File: src/rtl/fetch_stream_unit.sv
// Fetch front end: one bus request per line, buffered line drained into decode in groups,
// with branch-prediction handoff, fence.i serialisation and flush/redirect recovery.
module fetch_stream_unit #(
   parameter int                    FETCH_WIDTH = 4,
   parameter int                    ADDR_WIDTH  = 32,
   parameter int                    INST_WIDTH  = 32,
   parameter logic [ADDR_WIDTH-1:0] INIT_PC     = ADDR_WIDTH'(32'h8000_0000)
) (
   input  logic                              clk,
   input  logic                              rst,
   output logic [ADDR_WIDTH-1:0]             bus_req_addr,
   output logic                              bus_req_valid,
   input  logic                              bus_req_ready,
   input  logic [FETCH_WIDTH*INST_WIDTH-1:0] bus_rsp_data,
   input  logic                              bus_rsp_valid,
   output logic [ADDR_WIDTH-1:0]             bp_pc,
   output logic [INST_WIDTH-1:0]             bp_inst,
   output logic                              bp_req,
   input  logic                              bp_rsp_valid,
   input  logic                              bp_jump,
   input  logic [ADDR_WIDTH-1:0]             bp_next_pc,
   input  logic [$clog2(FETCH_WIDTH):0]      dec_free,
   output logic [FETCH_WIDTH-1:0]            dec_valid,
   output logic [FETCH_WIDTH*INST_WIDTH-1:0] dec_inst,
   output logic [FETCH_WIDTH*ADDR_WIDTH-1:0] dec_pc,
   output logic [FETCH_WIDTH-1:0]            dec_exc,
   output logic [FETCH_WIDTH-1:0]            dec_predicted,
   output logic                              dec_pred_jump,
   output logic [ADDR_WIDTH-1:0]             dec_pred_next_pc,
   input  logic                              pipe_idle,
   input  logic                              flush,
   input  logic [ADDR_WIDTH-1:0]             flush_pc,
   input  logic                              redirect,
   input  logic [ADDR_WIDTH-1:0]             redirect_pc,
   output logic                              stat_bus_stall,
   output logic                              stat_dec_stall
);

   localparam int HW = $clog2(FETCH_WIDTH);
   localparam int CW = HW + 1;
   localparam logic [ADDR_WIDTH-1:0] INST_BYTES = ADDR_WIDTH'(4);
   localparam logic [ADDR_WIDTH-1:0] LINE_BYTES = ADDR_WIDTH'(4 * FETCH_WIDTH);

   typedef enum logic [2:0] {S_REQ, S_WAIT, S_DRAIN, S_JWAIT, S_FWAIT} state_t;

   state_t                state_q, state_d;
   logic [ADDR_WIDTH-1:0] pc_q, pc_d;
   logic [ADDR_WIDTH-1:0] base_q, base_d;
   logic [HW-1:0]         head_q, head_d;
   logic                  discard_q, discard_d;
   logic [INST_WIDTH-1:0] line_buf [FETCH_WIDTH];
   logic                  load;

   // Lanes viewed relative to head: rel_*[0] is the oldest unconsumed instruction.
   logic [CW-1:0]         abs_idx  [FETCH_WIDTH];
   logic [INST_WIDTH-1:0] rel_inst [FETCH_WIDTH];
   logic [ADDR_WIDTH-1:0] rel_pc   [FETCH_WIDTH];
   logic [FETCH_WIDTH-1:0] rel_exc, rel_ctrl, rel_fence;

   logic [CW-1:0]         remaining, n_max, grp_n, emit_n, head_sum;
   logic                  end_ctrl, end_exc, stop;
   logic [HW-1:0]         end_slot;
   logic                  fence_head, fence_go, all_done;
   logic [ADDR_WIDTH-1:0] end_pc, pred_next;
   logic                  drain_st, emit_ok, pred_taken, req_fire;

   always_comb begin
      for (int k = 0; k < FETCH_WIDTH; k++) begin
         abs_idx[k]   = {1'b0, head_q} + CW'(k);
         rel_inst[k]  = line_buf[abs_idx[k][HW-1:0]];
         rel_pc[k]    = base_q + (ADDR_WIDTH'(abs_idx[k]) << 2);
         rel_exc[k]   = rel_pc[k][1:0] != 2'b00;
         rel_ctrl[k]  = rel_inst[k][6:0] == 7'h6F || rel_inst[k][6:0] == 7'h67 ||
                        rel_inst[k][6:0] == 7'h63 ||
                        rel_inst[k] == INST_WIDTH'(32'h3020_0073);
         rel_fence[k] = rel_inst[k][6:0] == 7'h0F && rel_inst[k][14:12] == 3'b001;
      end
   end

   // Group formation: up to n_max lanes, cut after an exception or control
   // instruction, and cut before a fence.i so it always travels alone.
   always_comb begin
      // NOTE: every variable written here gets a default first, so no latch is inferred.
      remaining = CW'(FETCH_WIDTH) - {1'b0, head_q};
      n_max     = (dec_free < remaining) ? dec_free : remaining;
      grp_n     = '0;
      end_ctrl  = 1'b0;
      end_exc   = 1'b0;
      end_slot  = '0;
      stop      = 1'b0;
      for (int k = 0; k < FETCH_WIDTH; k++) begin
         if (!stop && CW'(k) < n_max) begin
            if (rel_exc[k]) begin
               grp_n    = CW'(k + 1);
               end_exc  = 1'b1;
               end_slot = HW'(k);
               stop     = 1'b1;
            end else if (rel_fence[k]) begin
               stop = 1'b1;
            end else if (rel_ctrl[k]) begin
               grp_n    = CW'(k + 1);
               end_ctrl = 1'b1;
               end_slot = HW'(k);
               stop     = 1'b1;
            end else begin
               grp_n = CW'(k + 1);
            end
         end
      end
      fence_head = rel_fence[0] && !rel_exc[0];
      fence_go   = fence_head && pipe_idle && (dec_free != '0);
      emit_n     = fence_go ? CW'(1) : grp_n;
      head_sum   = {1'b0, head_q} + grp_n;
      all_done   = head_sum == CW'(FETCH_WIDTH);
      end_pc     = rel_pc[end_slot];
      pred_next  = bp_jump ? bp_next_pc : end_pc + INST_BYTES;
   end

   assign drain_st   = state_q == S_DRAIN || state_q == S_FWAIT;
   assign emit_ok    = rst && !flush && drain_st;
   assign pred_taken = end_ctrl && bp_rsp_valid;
   assign req_fire   = bus_req_valid && bus_req_ready;
   assign load       = !flush && state_q == S_WAIT && bus_rsp_valid;

   // State register
   always_ff @(posedge clk) begin
      // NOTE: sequential state is updated with non-blocking assignments only.
      if (!rst) begin
         state_q   <= S_REQ;
         pc_q      <= INIT_PC;
         base_q    <= '0;
         head_q    <= '0;
         discard_q <= 1'b0;
      end else begin
         state_q   <= state_d;
         pc_q      <= pc_d;
         base_q    <= base_d;
         head_q    <= head_d;
         discard_q <= discard_d;
      end
   end

   // NOTE: the line buffer has no reset; it is only read in DRAIN/FWAIT, after a load.
   always_ff @(posedge clk) begin
      if (load) begin
         for (int k = 0; k < FETCH_WIDTH; k++)
            line_buf[k] <= bus_rsp_data[k*INST_WIDTH +: INST_WIDTH];
      end
   end

   // Next-state
   always_comb begin
      state_d   = state_q;
      pc_d      = pc_q;
      base_d    = base_q;
      head_d    = head_q;
      discard_d = discard_q;
      if (discard_q && bus_rsp_valid)
         discard_d = 1'b0;
      if (flush) begin
         state_d = S_REQ;
         pc_d    = flush_pc;
         if ((state_q == S_WAIT && !bus_rsp_valid) || (state_q == S_REQ && req_fire))
            discard_d = 1'b1;
      end else begin
         unique case (state_q)
            S_REQ: if (req_fire) state_d = S_WAIT;
            S_WAIT: begin
               if (bus_rsp_valid) begin
                  head_d  = '0;
                  base_d  = pc_q;
                  state_d = S_DRAIN;
               end
            end
            S_DRAIN, S_FWAIT: begin
               if (fence_head) begin
                  if (fence_go) begin
                     pc_d    = rel_pc[0] + INST_BYTES;
                     state_d = S_REQ;
                  end else if (!pipe_idle) begin
                     state_d = S_FWAIT;
                  end
               end else if (grp_n != '0) begin
                  if (end_exc) begin
                     pc_d    = end_pc + INST_BYTES;
                     state_d = S_REQ;
                  end else if (end_ctrl) begin
                     if (bp_rsp_valid) begin
                        pc_d    = pred_next;
                        state_d = S_REQ;
                     end else begin
                        state_d = S_JWAIT;
                     end
                  end else begin
                     head_d = head_sum[HW-1:0];
                     if (all_done) begin
                        pc_d    = base_q + LINE_BYTES;
                        state_d = S_REQ;
                     end
                  end
               end
            end
            S_JWAIT: begin
               if (redirect) begin
                  pc_d    = redirect_pc;
                  state_d = S_REQ;
               end
            end
            default: state_d = S_REQ;
         endcase
      end
   end

   // Outputs
   always_comb begin
      bus_req_valid    = rst && state_q == S_REQ && !discard_q;
      bus_req_addr     = rst ? pc_q : INIT_PC;
      stat_bus_stall   = rst && (state_q == S_REQ || state_q == S_WAIT);
      stat_dec_stall   = rst && state_q == S_DRAIN && dec_free == '0;
      bp_req           = emit_ok && end_ctrl;
      bp_pc            = bp_req ? end_pc : '0;
      bp_inst          = bp_req ? rel_inst[end_slot] : '0;
      dec_pred_jump    = emit_ok && pred_taken && bp_jump;
      dec_pred_next_pc = (emit_ok && pred_taken) ? pred_next : '0;
      dec_valid        = '0;
      dec_inst         = '0;
      dec_pc           = '0;
      dec_exc          = '0;
      dec_predicted    = '0;
      for (int k = 0; k < FETCH_WIDTH; k++) begin
         if (emit_ok && CW'(k) < emit_n) begin
            dec_valid[k]                          = 1'b1;
            dec_inst[k*INST_WIDTH +: INST_WIDTH] = rel_exc[k] ? '0 : rel_inst[k];
            dec_pc[k*ADDR_WIDTH +: ADDR_WIDTH]   = rel_pc[k];
            dec_exc[k]                            = rel_exc[k];
            dec_predicted[k]                      = pred_taken && end_slot == HW'(k);
         end
      end
   end

endmodule
File: config.mk
export PLATFORM = sky130hd
export DESIGN_NAME = fetch_stream_unit
export DESIGN_NICKNAME = d
export VERILOG_FILES = /design/src/rtl/fetch_stream_unit.sv
export SDC_FILE = /design/constraint.sdc
export NUM_CORES = 1
export LEC_CHECK = 0
export ABC_CLOCK_PERIOD_IN_PS = 10100
export CORE_AREA = 2 2 245 247
export DETAILED_ROUTE_END_ITERATION = 8
export DIE_AREA = 0 0 247 249
export GPL_ROUTABILITY_DRIVEN = 1
export HOLD_SLACK_MARGIN = 0.08
export PLACE_DENSITY = 0.64
export SLEW_MARGIN = 10
export SYNTH_ARGS = -nofsm -noshare
export SYNTH_HDL_FRONTEND = slang
export SYNTH_SLANG_ARGS = --single-unit
File: constraint.sdc
create_clock -name clk -period 10.1 [get_ports clk]
set_input_delay 3.03 -clock clk [delete_from_list [all_inputs] [get_ports clk]]
set_output_delay 3.03 -clock clk [all_outputs]
set_load 0.02 [all_outputs]
==> results_dict.tcl <==
set metrics [dict create \
    status "finished, final reports clean" \
    synth-seq-cells 200 \
    routedWlPerCell_um 31.2 \
    power_density_nw_per_um2 62.9 \
    crit_top_cell "buf_6" \
    clock_skew_ns 0.0230 \
    cp_slowest_cell "or4_4" \
    start_kind "primary input" \
    synthTopCellsByArea "edfxtp_1, mux4_2, dfxtp_1, nor2_1, nand2_1" \
    ff_latch_area_um2 5290 \
    end_kind "primary output" \
    setup_violations 0 \
    yosysTopAreaCell "edfxtp_1" \
    drive_gt1_share_pct 22.0 \
    die_area_um2 61500 \
    avgSynthCellArea_um2 8.39 \
    cts_buffers 17 \
    io_pins 637 \
    area_growth_pct 47.9 \
    cts_max_path_buffers 2 \
    holdWs_ns 0.506 \
    yosys-top-cells-count "nor2_1, nand2_1, and2_1, clkbuf_1" \
    drc 0 \
    grt_max_degree 104 \
    yosysUniqueCellTypes 94 \
    synth_adder_area_share_pct 1.60 \
    die_h_um 249 \
    htreeDepth 4 \
    critPathKind "primary input to primary output" \
    clock_tree.root_cell "clkbuf_16" \
    finalCriticalPeriod_ns 10.03 \
    synthXorXnorAreaFrac_pct 8.14 \
    ir_drop_mv 0.172 \
    design.core.area_um2 58700 \
    synth-edff-count 128 \
    mappedNetlistArea_um2 20300 \
    synth-compound-area-share_pct 15.9 \
    worst_pin_slew_ns 1.18 \
    path_cells "buf_8 -> ha_4 -> a21o_1 -> a21oi_2 -> mux2_4 -> or3_4 -> a211oi_4 -> buf_6 -> buf_8 -> a2111oi_4 -> or4_4 -> or2_4 -> buf_6 -> nor3_4 -> buf_6 -> nand4_1 -> xnor2_2 -> o21a_1 -> nor2_2 -> buf_6" \
    antenna_found_initial 8 \
    cts_hold_buf 0 \
    cts_sinks 200 \
    synth_top_area_share_pct 18.9 \
    hold_class "register to register" \
    synth_seq_area_share_pct 26.0 \
    slowest_delay_ns 0.51 \
    cts.clk_slew.worst_paths_ns 0.10 \
    grt_pass1_vias 24000 \
    crit_fanout 8 \
    drtAntennaViolNets 0 \
    rsz0062_at_grt "true" \
    worstSkewPairLatency_ns 0.52 \
    hold_viol_final 0 \
    yosys-mux-area-fraction_pct 15.3 \
    vias 24400 \
    multi_input_comb_area_um2 14500 \
    overflow 0 \
    required_ns 7.07 \
    nets 3424 \
    syn_inst 2423 \
    synth-warning-count 0 \
    port_buffers 625 \
    synth_top_family_by_area "simple AND/OR/NAND/NOR gates" \
    viasPerCell 6.16 \
    cellLeakagePower_uw 0.0104 \
    yosysMostFrequentCell "nor2_1" \
    period_share_pct 99.3 \
    grt_pass1_wl_mm 173 \
    max_cap_viol_count 0 \
    ys.flop_type "edfxtp_1" \
    grtUsageTotal_pct 39.2 \
    slew-limit-headroom_pct 20.9 \
    place_congestion 0.994 \
    synth_async_sr_flop_share_pct 0 \
    cp.arrival_ns 7.00 \
    std_cell_rows 89 \
    die_x_um 247 \
    crit_family "simple AND/OR/NAND/NOR gates" \
    first_pass_iters 6 \
    dp_hpwl_mm 98.0 \
    fmax_mhz 99.7 \
    drt_iter0_markers 2834 \
    maxSlewViolCount 0 \
    cts_tree "done" \
    initial_core_util_pct 34.6 \
    synth-simple-area-share_pct 27.7 \
    crit_buf_inv 6 \
    routed_wl_mm 123 \
    fillerInstances 5587 \
    utilization_pct 51.2 \
]
## power by group
group | internal [uW] | total, uW | switching [uW]
clock | 329 | 711 | 383
combinational | 148 | 282 | 134
sequential | 882 | 898 | 16.1
## sequential cells by signal, summed over array words and instances (netlist names), named ones only
name / flops
line_buf: 128
head_q: 2
base_q: 32
discard_q: 1
pc_q: 32
state_q: 3
## cells by family after synthesis
| logic type | count (synthesis) |
|---|---|
| compound gates | 471 |
| other cells | 1 |
| flops | 200 |
| xor+xnor | 189 |
| mux | 150 |
| fa+ha+maj | 23 |
| simple gates | 1147 |
| buf+inv | 242 |
## what timing repair did
item | in CTS | in global routing
resized for setup | 131 | 58
pin swaps | 39 | 42
gates cloned | 1 | 1
endpoints found under the hold margin | 0 | 0
setup endpoints to repair | 77 | 25
buffers inserted | 14 | 6
## through the flow
stage	setup TNS, ns	setup slack (ns)	area [um2]	total power (uW)	cells
floorplan	0	0.0268	20400	1010	2433
global placement	-21.21	-0.997	28900	1180	3898
detailed placement	-24.24	-1.03	28900	1190	3898
CTS	-0.171	-0.0506	29700	1890	3944
global route	-0.746	-0.123	30100	1940	3956
finish	0	0.0692	30100	1890	3958
## area by class of cell
class                      count  area share (%)
multi-input combinational   1991            48.2
timing repair buffer         922            28.6
sequential                   200            17.6
tap                          773            3.22
clock buffer                  18            1.43
clock inverter                14           0.483
inverter                      33           0.429
antenna                        7          0.0583
## tightest hold or removal path, cell delays in order, from the launching register on
cell	delay, ns
dfxtp_1	0.34
nand2_1	0.06
a21boi_0	0.07
## final timing paths
path / from / to / slack [ns] / depth (start not counted)
worst max-delay path: dec_free[1] / dec_pred_next_pc[24] / 0.07 / 20
worst min-delay path: pc_q[27] / base_q[27] / 0.51 / 2
worst max register to register: register / pc_q[17] / 2.78 / 21
worst min register to register: pc_q[27] / base_q[27] / 0.51 / 2
## per-layer routing
metal	GRT usage (%)	up-vias	share of wire, %
met5	0	-	0.053
met4	26.5	4	8.2
met1	46.4	11800	36
met2	63.8	1781	46
met3	8.05	430	8.9
li1	-	10300	-
## placed cells by master (no fill, tap or decap), types with 18 or more instances in the layout
master and instances:
clkdlybuf4s50_1 493, buf_4 372, nor2_1 337, nand2_1 299, and2_1 179, mux4_2 128, edfxtp_1 128, xnor2_1 104
o21ai_0 94, xor2_1 73, dfxtp_1 68, a21oi_1 63, nand3_1 52, nor3_1 43, nand4_1 40, a31oi_1 39
a22oi_1 37, a21boi_0 33, inv_1 30, nor4_1 28, buf_12 27, o211ai_1 21, or3_1 20, clkbuf_16 18
Power figures use the tool's default switching activity.
